**src/rtl/bbus_master.sv**
```systemverilog
// SNES B-bus initiator: runs one PA/PD read or write cycle per accepted command,
// sequencing shifter directions, output enables and PARD#/PAWR# with programmable phase lengths.
module bbus_master #(
    parameter int unsigned TURN_CYCLES   = 1,
    parameter int unsigned SETUP_CYCLES  = 1,
    parameter int unsigned STROBE_CYCLES = 2,
    parameter int unsigned HOLD_CYCLES   = 1
) (
    input  logic       clk_i,
    input  logic       rst_n_i,
    input  logic       cmd_valid_i,
    output logic       cmd_ready_o,
    input  logic       cmd_write_i,
    input  logic [7:0] cmd_addr_i,
    input  logic [7:0] cmd_wdata_i,
    output logic       rsp_valid_o,
    output logic [7:0] rsp_rdata_o,
    output logic       busy_o,
    output logic       pard_n_o,
    output logic       pawr_n_o,
    output logic       lvl_pa_dir_o,
    output logic       lvl_pd_dir_o,
    output logic [7:0] pa_out_o,
    output logic       pa_oe_o,
    output logic [7:0] pd_out_o,
    output logic       pd_oe_o,
    input  logic [7:0] pd_in_i
);

    typedef enum logic [2:0] {
        S_IDLE,
        S_TURN,
        S_SETUP,
        S_STROBE,
        S_HOLD,
        S_RELEASE
    } state_t;

    localparam logic [3:0] TURN_LD   = 4'(TURN_CYCLES - 1);
    localparam logic [3:0] SETUP_LD  = 4'(SETUP_CYCLES - 1);
    localparam logic [3:0] STROBE_LD = 4'(STROBE_CYCLES - 1);
    localparam logic [3:0] HOLD_LD   = 4'(HOLD_CYCLES - 1);

    state_t     state_q, state_d;
    logic [3:0] cnt_q, cnt_d;
    logic       op_write_q, op_write_d;
    logic       ready_q, ready_d;
    logic       rsp_valid_q, rsp_valid_d;
    logic [7:0] rdata_q, rdata_d;
    logic       pard_n_q, pard_n_d;
    logic       pawr_n_q, pawr_n_d;
    logic       lvl_pa_q, lvl_pa_d;
    logic       lvl_pd_q, lvl_pd_d;
    logic [7:0] pa_out_q, pa_out_d;
    logic       pa_oe_q, pa_oe_d;
    logic [7:0] pd_out_q, pd_out_d;
    logic       pd_oe_q, pd_oe_d;

    logic       last;
    logic       accept;
    logic [3:0] cnt_dec;

    assign last    = (cnt_q == 4'd0);
    assign cnt_dec = cnt_q - 4'd1;
    // Ready is only ever high in IDLE or the final RELEASE cycle, so a command can
    // overlap the completion edge and keep the back-to-back period equal to latency.
    assign accept  = cmd_valid_i && ready_q;

    always_ff @(posedge clk_i or negedge rst_n_i) begin
        if (!rst_n_i) begin
            state_q     <= S_IDLE;
            cnt_q       <= 4'd0;
            op_write_q  <= 1'b0;
            ready_q     <= 1'b1;
            rsp_valid_q <= 1'b0;
            rdata_q     <= 8'h00;
            pard_n_q    <= 1'b1;
            pawr_n_q    <= 1'b1;
            lvl_pa_q    <= 1'b0;
            lvl_pd_q    <= 1'b0;
            pa_out_q    <= 8'h00;
            pa_oe_q     <= 1'b0;
            pd_out_q    <= 8'h00;
            pd_oe_q     <= 1'b0;
        end else begin
            state_q     <= state_d;
            cnt_q       <= cnt_d;
            op_write_q  <= op_write_d;
            ready_q     <= ready_d;
            rsp_valid_q <= rsp_valid_d;
            rdata_q     <= rdata_d;
            pard_n_q    <= pard_n_d;
            pawr_n_q    <= pawr_n_d;
            lvl_pa_q    <= lvl_pa_d;
            lvl_pd_q    <= lvl_pd_d;
            pa_out_q    <= pa_out_d;
            pa_oe_q     <= pa_oe_d;
            pd_out_q    <= pd_out_d;
            pd_oe_q     <= pd_oe_d;
        end
    end

    always_comb begin
        state_d     = state_q;
        cnt_d       = cnt_q;
        op_write_d  = op_write_q;
        ready_d     = 1'b0;
        rsp_valid_d = 1'b0;
        rdata_d     = rdata_q;
        pard_n_d    = 1'b1;
        pawr_n_d    = 1'b1;
        lvl_pa_d    = lvl_pa_q;
        lvl_pd_d    = lvl_pd_q;
        pa_out_d    = pa_out_q;
        pa_oe_d     = pa_oe_q;
        pd_out_d    = pd_out_q;
        pd_oe_d     = pd_oe_q;

        case (state_q)
            S_IDLE: begin
                ready_d = 1'b1;
            end
            S_TURN: begin
                if (last) begin
                    state_d = S_SETUP;
                    cnt_d   = SETUP_LD;
                    pa_oe_d = 1'b1;
                    pd_oe_d = op_write_q;
                end else begin
                    cnt_d = cnt_dec;
                end
            end
            S_SETUP: begin
                if (last) begin
                    state_d  = S_STROBE;
                    cnt_d    = STROBE_LD;
                    pawr_n_d = ~op_write_q;
                    pard_n_d = op_write_q;
                end else begin
                    cnt_d = cnt_dec;
                end
            end
            S_STROBE: begin
                if (last) begin
                    state_d = S_HOLD;
                    cnt_d   = HOLD_LD;
                    if (!op_write_q) begin
                        rdata_d = pd_in_i;
                    end
                end else begin
                    cnt_d    = cnt_dec;
                    pawr_n_d = ~op_write_q;
                    pard_n_d = op_write_q;
                end
            end
            S_HOLD: begin
                if (last) begin
                    state_d = S_RELEASE;
                    cnt_d   = TURN_LD;
                    pa_oe_d = 1'b0;
                    pd_oe_d = 1'b0;
                    ready_d = (TURN_LD == 4'd0);
                end else begin
                    cnt_d = cnt_dec;
                end
            end
            S_RELEASE: begin
                if (last) begin
                    state_d     = S_IDLE;
                    rsp_valid_d = 1'b1;
                    lvl_pa_d    = 1'b0;
                    lvl_pd_d    = 1'b0;
                    ready_d     = 1'b1;
                end else begin
                    cnt_d   = cnt_dec;
                    ready_d = (cnt_q == 4'd1);
                end
            end
            default: begin
                state_d = S_IDLE;
                ready_d = 1'b1;
            end
        endcase

        if (accept) begin
            state_d    = S_TURN;
            cnt_d      = TURN_LD;
            op_write_d = cmd_write_i;
            pa_out_d   = cmd_addr_i;
            pd_out_d   = cmd_wdata_i;
            lvl_pa_d   = 1'b1;
            lvl_pd_d   = cmd_write_i;
            ready_d    = 1'b0;
        end
    end

    assign cmd_ready_o  = ready_q;
    assign busy_o       = ~ready_q;
    assign rsp_valid_o  = rsp_valid_q;
    assign rsp_rdata_o  = rdata_q;
    assign pard_n_o     = pard_n_q;
    assign pawr_n_o     = pawr_n_q;
    assign lvl_pa_dir_o = lvl_pa_q;
    assign lvl_pd_dir_o = lvl_pd_q;
    assign pa_out_o     = pa_out_q;
    assign pa_oe_o      = pa_oe_q;
    assign pd_out_o     = pd_out_q;
    assign pd_oe_o      = pd_oe_q;

endmodule

```
**config.mk**
```make
export PLATFORM = sky130hd
export DESIGN_NAME = bbus_master
export DESIGN_NICKNAME = d
export VERILOG_FILES = /design/src/rtl/bbus_master.sv
export SDC_FILE = /design/constraint.sdc
export NUM_CORES = 1
export LEC_CHECK = 0
export ABC_AREA = 1
export BUFFER_PORTS_ARGS = -buffer_cell sky130_fd_sc_hd__buf_2
export CORE_MARGIN = 5
export CORE_UTILIZATION = 33
export CTS_CLUSTER_DIAMETER = 50
export DETAILED_ROUTE_END_ITERATION = 16
export GPL_ROUTABILITY_DRIVEN = 0
export HOLD_SLACK_MARGIN = 0.05
export PLACE_DENSITY = 0.61
export SLEW_MARGIN = 20
export SYNTH_ARGS = -nofsm -noshare
export SYNTH_HDL_FRONTEND = slang
export SYNTH_SLANG_ARGS = --single-unit
export TNS_END_PERCENT = 1
```
**constraint.sdc**
```tcl
create_clock -name clk_i -period 1.9 [get_ports clk_i]
set_input_delay 0.095 -clock clk_i [delete_from_list [all_inputs] [get_ports clk_i]]
set_output_delay 0.095 -clock clk_i [all_outputs]
set_load 0.1 [all_outputs]
```
# Word-level counts from Yosys, hierarchy flattened
# Cells that the tools add are included.
[totals] mem_bits_ro=0 n_memories=0 input_bits=28 wordCells=77 ram_bits=0 output_inout_bits=33 latch_bits=0 regBits=40
[op_classes] shift=0 muxes=31 multipliers=0 order_cmp=0 add_sub_neg=1 n_eq_ne=15 div_mod_pow=0 n_reduce_logical=14 bitwise=2
[op_table] operator="3-bit 2-to-1 mux" count=6
[op_table] operator="3-bit inequality test, second input constant" count=6
[op_table] operator="3-bit one-hot mux with 6 select lines" count=1
[op_table] operator="4-bit 2-to-1 mux" count=4
[op_table] operator="1-bit 2-to-1 mux" count=14
[op_table] operator="4-bit one-hot mux with 3 select lines" count=1
[op_table] operator="1-bit one-hot mux with 2 select lines" count=4
[op_table] operator="3-bit by 2-bit equality test with 1-bit output, second input constant" count=2
[op_table] operator="3-bit equality test, second input constant" count=2
[op_table] operator="2-bit inequality test, second input constant" count=3
[op_table] operator="3-bit AND reduction" count=2
[op_table] operator="6-bit AND reduction" count=1
[op_table] operator="2-bit nonzero test" count=3
[op_table] operator="3-bit OR reduction" count=2
[op_table] operator="4-bit by 1-bit equality test with 1-bit output, second input constant" count=1
[op_table] operator="4-bit zero test" count=1
[op_table] operator="2-bit AND reduction" count=2
[op_table] operator="4-bit nonzero test" count=1
[op_table] operator="4-bit by 1-bit subtractor with 4-bit output, second input constant" count=1
[op_table] operator="3-bit by 1-bit equality test with 1-bit output, second input constant" count=1
[op_table] operator="3-bit zero test" count=1
[op_table] operator="1-bit one-hot mux with 3 select lines" count=1
[op_table] operator="1-bit inverter" count=2
[op_table] operator="1-bit logical AND" count=1

# Logic depth before layout (Yosys ltp)
# Gate-level depths: netlist of the first run.
[logic_depth] depth_word=4 ltp_mapped=10 ltp_nobuf=10

# Worst setup path before layout of the first run
# OpenSTA, ideal clock, no wires.
[synth_path] path_kind="register to register" startpoint="register ready_q, in the netlist cmd_ready_o" endpoint="register pa_out_q[0], in the netlist pa_out_o[0]" synth_period_minus_slack_ns=1.636 stages_incl_launch_ff=7 path_buffers=2 arrival_time_ns=1.569 t_required_ns=1.832 setup_time_ns=0.068 path_slack_ns=0.264 path_cell_list="dfstp_2 -> nand2_1 -> buf_4 -> clkinv_1 -> buf_2 -> nand2_1 -> nand2_1"
[synth_via] elab_chain_cells=1
[synth_rtl] element="start: declaration" line_no="47" rtl="logic ready_q, ready_d;"
[synth_rtl] element="start signal: assignment" line_no="89" rtl="ready_q <= ready_d;"
[synth_rtl] element="1-bit logical AND" line_no="67" rtl="assign accept = cmd_valid_i && ready_q;"
[synth_rtl] element="end signal: assignment" line_no="96" rtl="pa_out_q <= pa_out_d;"
[synth_rtl] element="end: declaration" line_no="54" rtl="logic [7:0] pa_out_q, pa_out_d;"
# Every way passes these cells.
# A chain may end at the register's enable or synchronous reset.

# Worst setup path in the final report of the first run
[layout_path] startpoint="register cnt_q[0]" endpoint="register rdata_q[1], in the netlist rsp_rdata_o[1]"
[layout_via] elab_chain_cells=2
[layout_rtl] element="start: declaration" line_no="45" rtl="logic [3:0] cnt_q, cnt_d;"
[layout_rtl] element="start signal: assignment" line_no="87" rtl="cnt_q <= cnt_d;"
[layout_rtl] element="4-bit zero test" line_no="63" rtl="assign last = (cnt_q == 4'd0);"
[layout_rtl] element="3-bit AND reduction (no line)"
[layout_rtl] element="end signal: assignment" line_no="91" rtl="rdata_q <= rdata_d;"
[layout_rtl] element="end: declaration" line_no="49" rtl="logic [7:0] rdata_q, rdata_d;"
# Every way passes these cells.

==> out/results.md, run 1 <==
| Parameter | Reported |
| --- | --- |
| Avg WL per Cell | 11.1 µm |
| Max-Slew Margin vs Limit | 65.2% |
| Number of max-slew violations in the final report | 0 |
| Number of violations of the max-capacitance limit | 0 |
| Die outline area | 7050 µm² |
| Die height | 83.9 µm |
| Port Buffer Count | 60 |
| Seq/Total Area, Yosys | 55.7% |
| Clock transition at the registers of the reported paths | 0.08 ns |
| Root cell of the clock tree | sky130_fd_sc_hd__clkbuf_8 |
| Final number of setup-violating endpoints | 0 |
| Achievable clock frequency | 601 MHz |
| Yosys warning total | 0 |
| Routed via count | 1647 |
| Number of cell rows | 27 |
| Post-synthesis instance total | 217 |
| Most common library cell in the layout ignoring fill and taps | sky130_fd_sc_hd__nand2_1 |
| Critical Path Fanout Max | 16 |
| Fin. Hold Viols | 0 |
| Least-Margin Pin Slew | 0.520 ns |
| Detailed Routing Iterations Pass 1 | 4 |
| Sum of overflow across all layers after global routing | 0 |
| Core outline area | 5410 µm² |
| #FFs+latches synth | 40 |
| Post-CTS Resized | 0 |
| Tcrit/Tclk final | 87.6% |
| Setup bufs post-CTS | 0 |
| Number of remaining DRC errors | 0 |
| Effective utilization at floorplan | 33.4% |
| Count of different cell masters after synthesis | 23 |
| Cell area after synthesis | 1800 µm² |
| Sink Count | 40 |
| IO Count | 61 |
| Outcome | complete, no violations |
| H-Tree Depth | 2 |
| Worst Setup Path Type | reg2reg |
| Antenna diode count | 0 |
| TritonCTS clock tree | built |
| CTS Buf Count | 5 |
| Min Tclk post-route | 1.66 ns |
| Startpoint Class | flop |
| Class of the worst hold path | in2reg |
| Register-to-register setup slack | 0.24 ns |
| Half-perimeter wire length after placement | 3.00 mm |
| Commonest non-fill, non-tap cells in the layout | 93 x sky130_fd_sc_hd__nand2_1, 60 x sky130_fd_sc_hd__buf_2, 37 x sky130_fd_sc_hd__dfrtp_1, 27 x sky130_fd_sc_hd__inv_1, 25 x sky130_fd_sc_hd__dlygate4sd3_1 |
| Synthesized Nets | 248 |
| Number of antenna violations at the first check in global routing | 0 |
| Vias per cell | 4.32 |
| Skew-Pair Late Insertion Delay | 0.29 ns |
| Area growth syn-to-layout | 42.4% |
| Fraction of layout cells with a size suffix above 1 | 26.5% |
| Vias in the first global route | 1650 |
| Quantity of hold-fixing buffers added after cts | 25 |
| Net total in the final layout | 339 |
| Aggregate routed wire length | 4.22 mm |
| GRT Total Usage | 12.9% |
| Data arrival time at the worst-slack endpoint | 1.81 ns |
| Critical Path End Type | flop |
| RSZ-0062 raised after global routing | false |
| Antenna Nets Post-Route | 0 |
| First-pass GRT wire length | 7.45 mm |
| Avg Synthesized Cell Area | 8.31 µm² |
| CP Data Required Time | 2.05 ns |
| DRC violation total after the first TritonRoute iteration | 23 |
| TNS Setup | 0 ns |
| Width of the die | 83.9 µm |
| Bufs on Longest Clock Path | 2 |
| Maximum clock skew at final layout | 0.00683 ns |
| Maximum number of pins on one net before global-route repair | 19 |
| Filler cell count in the final layout | 536 |
| Final Hold Slack | 0.0879 ns |
## layout make-up
cell class	count	area [µm²]	share of cell area [%]
Timing Repair Buffer	89	581	22.6
Tap cell	72	90.1	3.51
Clock inverter	1	30.0	1.17
Inverter	28	105	4.09
Multi-Input combinational cell	144	663	25.8
Clock buffer	7	96.3	3.75
Sequential cell	40	1000	39.1
## layer usage
| metal | part of all wire, % | wire, µm | global-route usage (%) |
|---|---|---|---|
| met1 | 45 | 1900 | 15.4 |
| met2 | 48 | 2030 | 22.2 |
| met3 | 5.2 | 220 | 3.55 |
| met4 | 1.4 | 60 | 4.39 |
| met5 | 0 | 0 | 0 |
## cell usage after synthesis (all sizes together)
master | count | area (µm²)
nand4 | 2 | 12.5
nand3 | 10 | 50.1
o21ai | 16 | 80.1
nand2 | 96 | 368
clkinv | 1 | 3.75
dfrtp | 37 | 926
clkbuf | 2 | 7.51
nor3 | 1 | 16.3
buf | 3 | 23.8
inv | 27 | 101
dfstp | 3 | 78.8
xor2 | 1 | 8.76
o22ai | 1 | 6.26
xnor2 | 1 | 8.76
a21oi | 4 | 31.3
nor2 | 9 | 43.8
ha | 3 | 37.5
## worst paths after layout
kind / from / to / cells after the start
hold / removal: cmd_write_i / op_write_q$_DFFE_PN0P_ / 3
max in group asynchronous: rst_n_i / pawr_n_o$_DFF_PN1_ / 3
setup / recovery: cnt_q[0]$_DFFE_PN0P_ / rsp_rdata_o[1]$_DFFE_PN0P_ / 5
setup reg to reg: cnt_q[0]$_DFFE_PN0P_ / rsp_rdata_o[1]$_DFFE_PN0P_ / 5
hold reg to reg: pa_out_o[4]$_DFFE_PN0P_ / pa_out_o[4]$_DFFE_PN0P_ / 2
min in group asynchronous: rst_n_i / pd_out_o[5]$_DFFE_PN0P_ / 2
## logic make-up (layout without fill, tap and decap cells)
group                      Yosys count  count (layout)  synth area share [%]
and+or+nand+nor                    118             118                  27.2
xor gates and xnor gates             2               2                 0.971
DFF                                 40              40                  55.7
adders and majority gates            3               3                  2.08
buffers and inverters               33             125                  7.56
AOI/OAI and AO/OA                   21              21                  6.52
## state kept, by name, indices dropped and copies added, names as in the netlist
name,count
pa_out_o,8
pd_out_o,8
rsp_rdata_o,8
cnt_q,4
state_q,3
cmd_ready_o,1
lvl_pa_dir_o,1
lvl_pd_dir_o,1
op_write_q,1
pa_oe_o,1
pard_n_o,1
pawr_n_o,1
pd_oe_o,1
rsp_valid_o,1
## per-stage QoR
step / setup slack, ns / utilization (%) / std cells / area (µm²)
floorplan: 0.264 / - / 217 / 1800
finish: 0.235 / 47.5 / 381 / 2570
global route: 0.0359 / 47.5 / 381 / 2570
global placement: 0.237 / 40.6 / 348 / 2190
detailed placement: 0.232 / 40.6 / 348 / 2190
CTS: 0.213 / 47.5 / 381 / 2570
## critical path, stage by stage (launching register included)
cell and delay, ns:
sky130_fd_sc_hd__dfrtp_1 0.40, sky130_fd_sc_hd__inv_1 0.12, sky130_fd_sc_hd__ha_1 0.21, sky130_fd_sc_hd__nand2_2 0.14
sky130_fd_sc_hd__nor3_4 0.48, sky130_fd_sc_hd__o21ai_0 0.16
Power of run 1 is left out: the tool's default activity adds up to more than one toggle a clock period on the data nets, which glitch-free logic cannot reach.
==> run 2, diff against run 1 <==
--- a/config.mk
+++ b/config.mk
@@ -9,12 +9,13 @@
 export BUFFER_PORTS_ARGS = -buffer_cell sky130_fd_sc_hd__buf_2
 export CORE_MARGIN = 5
 export CORE_UTILIZATION = 33
+export CTS_BUF_LIST = sky130_fd_sc_hd__clkbuf_4
 export CTS_CLUSTER_DIAMETER = 50
 export DETAILED_ROUTE_END_ITERATION = 16
 export GPL_ROUTABILITY_DRIVEN = 0
 export HOLD_SLACK_MARGIN = 0.05
 export PLACE_DENSITY = 0.61
-export SLEW_MARGIN = 20
+export SLEW_MARGIN = 30
 export SYNTH_ARGS = -nofsm -noshare
 export SYNTH_HDL_FRONTEND = slang
 export SYNTH_SLANG_ARGS = --single-unit
==> run 2 against run 1 <==
  * Via count is 0.12% higher
  * Die area stayed put
  * Non-clock buffer count is 1 higher
  * Sequential share of layout area is 0.64 points higher
  * Critical path depth stayed put
  * Clock skew is 0.0041 ns higher
  * Wire length stayed put
  * Utilization is 0.76 points lower
  * Final cell count is 0.26% higher
  * Clock-buffer cell count is 2 lower
  * Setup slack worse by 0.0051 ns
  * Worst hold slack better by 0.082 ns
  * Largest cell class unchanged
==> out/results.md, run 2 (same netlist as run 1, synthesis figures left out) <==
| Parameter | Reported | vs previous |
| --- | --- | --- |
| Outcome | complete, no violations | unchanged |
| Post-CTS Resized | 0 | unchanged |
| Maximum number of pins on one net before global-route repair | 19 | unchanged |
| DRC violation total after the first TritonRoute iteration | 34 | was 23 |
| CP Data Required Time | 2.11 ns | was 2.05 ns |
| Startpoint Class | flop | unchanged |
| Die height | 83.9 µm | unchanged |
| Number of standard cells in the final layout excluding fillers | 382 | was 381 |
| Least-Margin Pin Slew | 0.518 ns | was 0.520 ns |
| Number of violations of the max-capacitance limit | 0 | unchanged |
| Seq. cell area | 1000 µm² | unchanged |
| Achievable clock frequency | 599 MHz | was 601 MHz |
| Area growth syn-to-layout | 40.2% | was 42.4% |
| Commonest non-fill, non-tap cells in the layout | 93 x sky130_fd_sc_hd__nand2_1, 60 x sky130_fd_sc_hd__buf_2, 37 x sky130_fd_sc_hd__dfrtp_1, 27 x sky130_fd_sc_hd__inv_1, 26 x sky130_fd_sc_hd__dlygate4sd3_1 | was 93 x sky130_fd_sc_hd__nand2_1, 60 x sky130_fd_sc_hd__buf_2, 37 x sky130_fd_sc_hd__dfrtp_1, 27 x sky130_fd_sc_hd__inv_1, 25 x sky130_fd_sc_hd__dlygate4sd3_1 |
| Avg WL per Cell | 11.0 µm | was 11.1 µm |
| CTS Buf Count | 5 | unchanged |
| First-pass GRT wire length | 7.48 mm | was 7.45 mm |
| Setup bufs post-CTS | 0 | unchanged |
| Top Family by Delay on Critical Path | simple AND/OR/NAND/NOR gates | unchanged |
| TritonCTS clock tree | built | unchanged |
| Detailed Routing Iterations Pass 1 | 4 | unchanged |
| Min Tclk post-route | 1.67 ns | was 1.66 ns |
| Sum of overflow across all layers after global routing | 0 | unchanged |
| TNS Setup | 0 ns | unchanged |
| Buffering stage count on the worst path with inverters included | 1 | unchanged |
| Routed via count | 1649 | was 1647 |
| Fraction of layout cells with a size suffix above 1 | 25.8% | was 26.5% |
| Class of the worst hold path | in2async | was in2reg |
| Skew-Pair Late Insertion Delay | 0.35 ns | was 0.29 ns |
| Fin. Hold Viols | 0 | unchanged |
| Worst Setup Path Type | reg2reg | unchanged |
| Filler cell count in the final layout | 547 | was 536 |
| Number of remaining DRC errors | 0 | unchanged |
| RSZ-0062 raised after global routing | false | unchanged |
| Utilization after layout | 46.8% | was 47.5% |
| Aggregate routed wire length | 4.22 mm | unchanged |
| Maximum clock skew at final layout | 0.0109 ns | was 0.00683 ns |
| Die outline area | 7050 µm² | unchanged |
| CP max stage cell | sky130_fd_sc_hd__nor3_4 | unchanged |
| Vias in the first global route | 1662 | was 1650 |
| Half-perimeter wire length after placement | 3.00 mm | unchanged |
| Number of antenna violations at the first check in global routing | 0 | unchanged |
| Antenna diode count | 0 | unchanged |
| Multi-input gate area | 663 µm² | unchanged |
| Net total in the final layout | 340 | was 339 |
| Max-Slew Margin vs Limit | 65.3% | was 65.2% |
| Width of the die | 83.9 µm | unchanged |
| Register-to-register setup slack | 0.23 ns | was 0.24 ns |
| GRT Total Usage | 12.9% | about the same |
| Critical Path Fanout Max | 16 | unchanged |
| Vias per cell | 4.32 | about the same |
| H-Tree Depth | 2 | unchanged |
| Worst path cell trace | inv_1 > ha_1 > nand2_2 > nor3_4 > o21ai_0 | unchanged |
| Root cell of the clock tree | sky130_fd_sc_hd__clkbuf_4 | was sky130_fd_sc_hd__clkbuf_8 |
| Core outline area | 5410 µm² | unchanged |
| Port Buffer Count | 60 | unchanged |
| Clock transition at the registers of the reported paths | 0.12 ns | was 0.08 ns |
| Number of max-slew violations in the final report | 0 | unchanged |
| Maximum cell stage delay along the critical path | 0.48 ns | about the same |
| Antenna Nets Post-Route | 0 | unchanged |
| Most common library cell in the layout ignoring fill and taps | sky130_fd_sc_hd__nand2_1 | unchanged |
| IO Count | 61 | unchanged |
| Final Hold Slack | 0.170 ns | was 0.0879 ns |
| Data arrival time at the worst-slack endpoint | 1.88 ns | was 1.81 ns |
| Bufs on Longest Clock Path | 2 | unchanged |
| Critical Path End Type | flop | unchanged |
| Number of cell rows | 27 | unchanged |
| Post-Place Cells | 348 | unchanged |
| Final number of setup-violating endpoints | 0 | unchanged |
| Sink Count | 40 | unchanged |
| Tcrit/Tclk final | 87.9% | was 87.6% |
| Effective utilization at floorplan | 33.4% | unchanged |
## run 2: metrics by stage
| stage | worst slack (ns) | cell area [µm²] |
|---|---|---|
| floorplan | 0.264 | 1800 |
| global placement | 0.237 | 2190 |
| detailed placement | 0.232 | 2190 |
| CTS | 0.199 | 2530 |
| global route | 0.0237 | 2530 |
| finish | 0.230 | 2530 |
## run 2: worst paths after layout
kind	from	to	cells after the start
max	cnt_q[0]$_DFFE_PN0P_	rsp_rdata_o[1]$_DFFE_PN0P_	5
min	rst_n_i	pa_out_o[1]$_DFFE_PN0P_	2
max reg2reg	cnt_q[0]$_DFFE_PN0P_	rsp_rdata_o[1]$_DFFE_PN0P_	5
min reg2reg	pd_out_o[4]$_DFFE_PN0P_	pd_out_o[4]$_DFFE_PN0P_	2
max in group asynchronous	rst_n_i	pawr_n_o$_DFF_PN1_	3
min in group clk_i	cmd_valid_i	cmd_ready_o$_DFF_PN1_	4
## run 2: layer usage
metal	global-route usage [%]	routed length, µm	up-vias
li1	-	-	847
met5	0	0	-
met4	4.39	59	0
met1	15.4	1910	749
met3	3.55	223	6
met2	22.4	2030	47
## run 2: area by class of cell
type / instances / share of cell area (%)
multi-input cells: 144 / 26.2
flip-flops and latches: 40 / 39.7
clock inverters: 3 / 1.48
well taps: 72 / 3.56
repair buffers: 90 / 23.4
inverters: 28 / 4.16
clock buffers: 5 / 1.48
## run 2: worst reg2reg max path, stage by stage, from the launching register on
cell and delay [ns]:
sky130_fd_sc_hd__dfrtp_1 0.41, sky130_fd_sc_hd__inv_1 0.12, sky130_fd_sc_hd__ha_1 0.21, sky130_fd_sc_hd__nand2_2 0.14, sky130_fd_sc_hd__nor3_4 0.48, sky130_fd_sc_hd__o21ai_0 0.16
## run 2: timing repair
action | 4_1_cts | 5_1_grt
endpoints found under the hold margin | 63 | 0
setup endpoints to repair | 0 | 0
hold buffers | 26 | 0
Power of run 2 is left out for the same reason.
==> run 3, diff against run 2 <==
--- a/config.mk
+++ b/config.mk
@@ -15,6 +15,7 @@
 export GPL_ROUTABILITY_DRIVEN = 0
 export HOLD_SLACK_MARGIN = 0.05
 export PLACE_DENSITY = 0.61
+export RECOVER_POWER = 50
 export SLEW_MARGIN = 30
 export SYNTH_ARGS = -nofsm -noshare
 export SYNTH_HDL_FRONTEND = slang
==> run 3 against run 2 <==
  * Global-route usage unchanged
  * Cell area is 0.59% lower
  * First-iteration DRC count up 18%
  * Clock skew is 0.0010 ns higher
  * Die area unchanged
  * Maximum frequency increased by 1.5%
  * Utilization fell by 0.28 points
  * Final cell count stayed put
  * Via count increased by 0.12%
  * Flip-flop and latch count did not move
  * Critical path depth is the same
  * Non-clock buffer count unchanged
==> out/results.md, run 3 (same netlist as run 1, synthesis figures left out) <==
| Parameter | Reported | vs previous |
| --- | --- | --- |
| Outcome | complete, no violations | unchanged |
| Half-perimeter wire length after placement | 3.00 mm | unchanged |
| Maximum number of pins on one net before global-route repair | 19 | unchanged |
| Core outline area | 5410 µm² | unchanged |
| Data arrival time at the worst-slack endpoint | 1.85 ns | was 1.88 ns |
| IO Count | 61 | unchanged |
| Die height | 83.9 µm | unchanged |
| Net total in the final layout | 340 | unchanged |
| Width of the die | 83.9 µm | unchanged |
| Effective utilization at floorplan | 33.4% | unchanged |
| Achievable clock frequency | 608 MHz | was 599 MHz |
| Cell depth of the worst flop-to-flop path | 5 | unchanged |
| Antenna diode count | 0 | unchanged |
| TNS Setup | 0 ns | unchanged |
| DRC violation total after the first TritonRoute iteration | 40 | was 34 |
| GRT Total Usage | 12.9% | unchanged |
| Filler cell count in the final layout | 547 | unchanged |
| Number of antenna violations at the first check in global routing | 0 | unchanged |
| Clock transition at the registers of the reported paths | 0.12 ns | about the same |
| Critical Path Fanout Max | 16 | unchanged |
| Routed via count | 1651 | was 1649 |
| Port Buffer Count | 60 | unchanged |
| Worst Setup Path Type | reg2reg | unchanged |
| Startpoint Class | flop | unchanged |
| Final number of setup-violating endpoints | 0 | unchanged |
| Min Tclk post-route | 1.65 ns | was 1.67 ns |
| Area growth syn-to-layout | 39.3% | was 40.2% |
| TritonCTS clock tree | built | unchanged |
| H-Tree Depth | 2 | unchanged |
| Most common library cell in the layout ignoring fill and taps | sky130_fd_sc_hd__nand2_1 | unchanged |
| Worst path cell trace | inv_1 > ha_1 > nand2_2 > nor3_4 > o21ai_0 | unchanged |
| RSZ-0062 raised after global routing | false | unchanged |
| Instance count along the most critical hold path | 4 |  |
| Bufs on Longest Clock Path | 2 | unchanged |
| Commonest non-fill, non-tap cells in the layout | 93 x sky130_fd_sc_hd__nand2_1, 45 x sky130_fd_sc_hd__buf_2, 37 x sky130_fd_sc_hd__dfrtp_1, 27 x sky130_fd_sc_hd__inv_1, 26 x sky130_fd_sc_hd__dlygate4sd3_1 | was 93 x sky130_fd_sc_hd__nand2_1, 60 x sky130_fd_sc_hd__buf_2, 37 x sky130_fd_sc_hd__dfrtp_1, 27 x sky130_fd_sc_hd__inv_1, 26 x sky130_fd_sc_hd__dlygate4sd3_1 |
| Number of violations of the max-capacitance limit | 0 | unchanged |
| CP Data Required Time | 2.11 ns | about the same |
| Final Hold Slack | 0.203 ns | was 0.170 ns |
| Critical Path End Type | flop | unchanged |
| Post-placement setup slack | 0.232 ns | unchanged |
| Fraction of layout cells with a size suffix above 1 | 24.8% | was 25.8% |
| Vias in the first global route | 1662 | unchanged |
| Die outline area | 7050 µm² | unchanged |
| Fin. Hold Viols | 0 | unchanged |
| Number of max-slew violations in the final report | 0 | unchanged |
| Number of cell rows | 27 | unchanged |
| Setup bufs post-CTS | 0 | unchanged |
| Skew-Pair Late Insertion Delay | 0.34 ns | was 0.35 ns |
| Aggregate routed wire length | 4.21 mm | was 4.22 mm |
| Sum of overflow across all layers after global routing | 0 | unchanged |
| Avg WL per Cell | 11.0 µm | about the same |
| Number of remaining DRC errors | 0 | unchanged |
| Max-Slew Margin vs Limit | 49.4% | was 65.3% |
| CTS Buf Count | 5 | unchanged |
| Least-Margin Pin Slew | 0.759 ns | was 0.518 ns |
| Sink Count | 40 | unchanged |
| Antenna Nets Post-Route | 0 | unchanged |
| Vias per cell | 4.32 | about the same |
| Maximum clock skew at final layout | 0.0119 ns | was 0.0109 ns |
| CP max stage cell | sky130_fd_sc_hd__nor3_4 | unchanged |
| Maximum cell stage delay along the critical path | 0.48 ns | about the same |
| Worst Slack Setup Final | 0.254 ns | was 0.230 ns |
| First-pass GRT wire length | 7.48 mm | unchanged |
| Class of the worst hold path | in2reg | was in2async |
| Detailed Routing Iterations Pass 1 | 4 | unchanged |
| Tcrit/Tclk final | 86.6% | was 87.9% |
| Root cell of the clock tree | sky130_fd_sc_hd__clkbuf_4 | unchanged |
## run 3: final timing paths
check / from / end / slack [ns]
setup / recovery: cnt_q[0]$_DFFE_PN0P_ / rsp_rdata_o[1]$_DFFE_PN0P_ / 0.25
hold reg to reg: pd_out_o[1]$_DFFE_PN0P_ / pd_out_o[1]$_DFFE_PN0P_ / 0.49
min in group asynchronous: rst_n_i / pa_out_o[1]$_DFFE_PN0P_ / 0.33
setup reg to reg: cnt_q[0]$_DFFE_PN0P_ / rsp_rdata_o[1]$_DFFE_PN0P_ / 0.25
hold / removal: cmd_valid_i / cmd_ready_o$_DFF_PN1_ / 0.20
max in group asynchronous: rst_n_i / rsp_valid_o$_DFF_PN0_ / 0.58
## run 3: per-stage QoR
stage / instance area, µm² / util (%) / std cells
5_1_grt: 2510 / 46.5 / 382
3_5_place_dp: 2190 / 40.6 / 348
2_1_floorplan: 1800 / - / 217
3_3_place_gp: 2190 / 40.6 / 348
6_report: 2510 / 46.5 / 382
4_1_cts: 2530 / 46.8 / 382
## run 3: layout make-up
cell class | instances | area [µm²] | share of cell area (%)
Clock inverter | 3 | 37.5 | 1.49
Sequential cell | 40 | 1000 | 40.0
Timing Repair Buffer | 90 | 583 | 23.2
Inverter | 28 | 105 | 4.18
Multi-Input combinational cell | 144 | 656 | 26.1
Clock buffer | 5 | 37.5 | 1.49
Tap cell | 72 | 90.1 | 3.58
## run 3: timing repair
action                                  in CTS  in global routing
endpoints found under the setup margin       0                  0
hold buffers                                26                  0
resized for setup                            0                  0
endpoints found under the hold margin       63                  0
## run 3: critical path: cells and delay by family, from the launching register on
family | cells | cell delay (ns)
simple gates | 2 | 0.60
flops | 1 | 0.41
fa+ha+maj | 1 | 0.21
compound gates | 1 | 0.16
buf+inv | 1 | 0.12
## run 3: routing by layer
layer	track usage [%]	routed length, µm	up-vias
li1	-	-	849
met1	15.4	1860	751
met2	22.4	2070	45
met3	3.55	219	6
met4	4.39	59	0
met5	0	0	-
Power of run 3 is left out for the same reason.
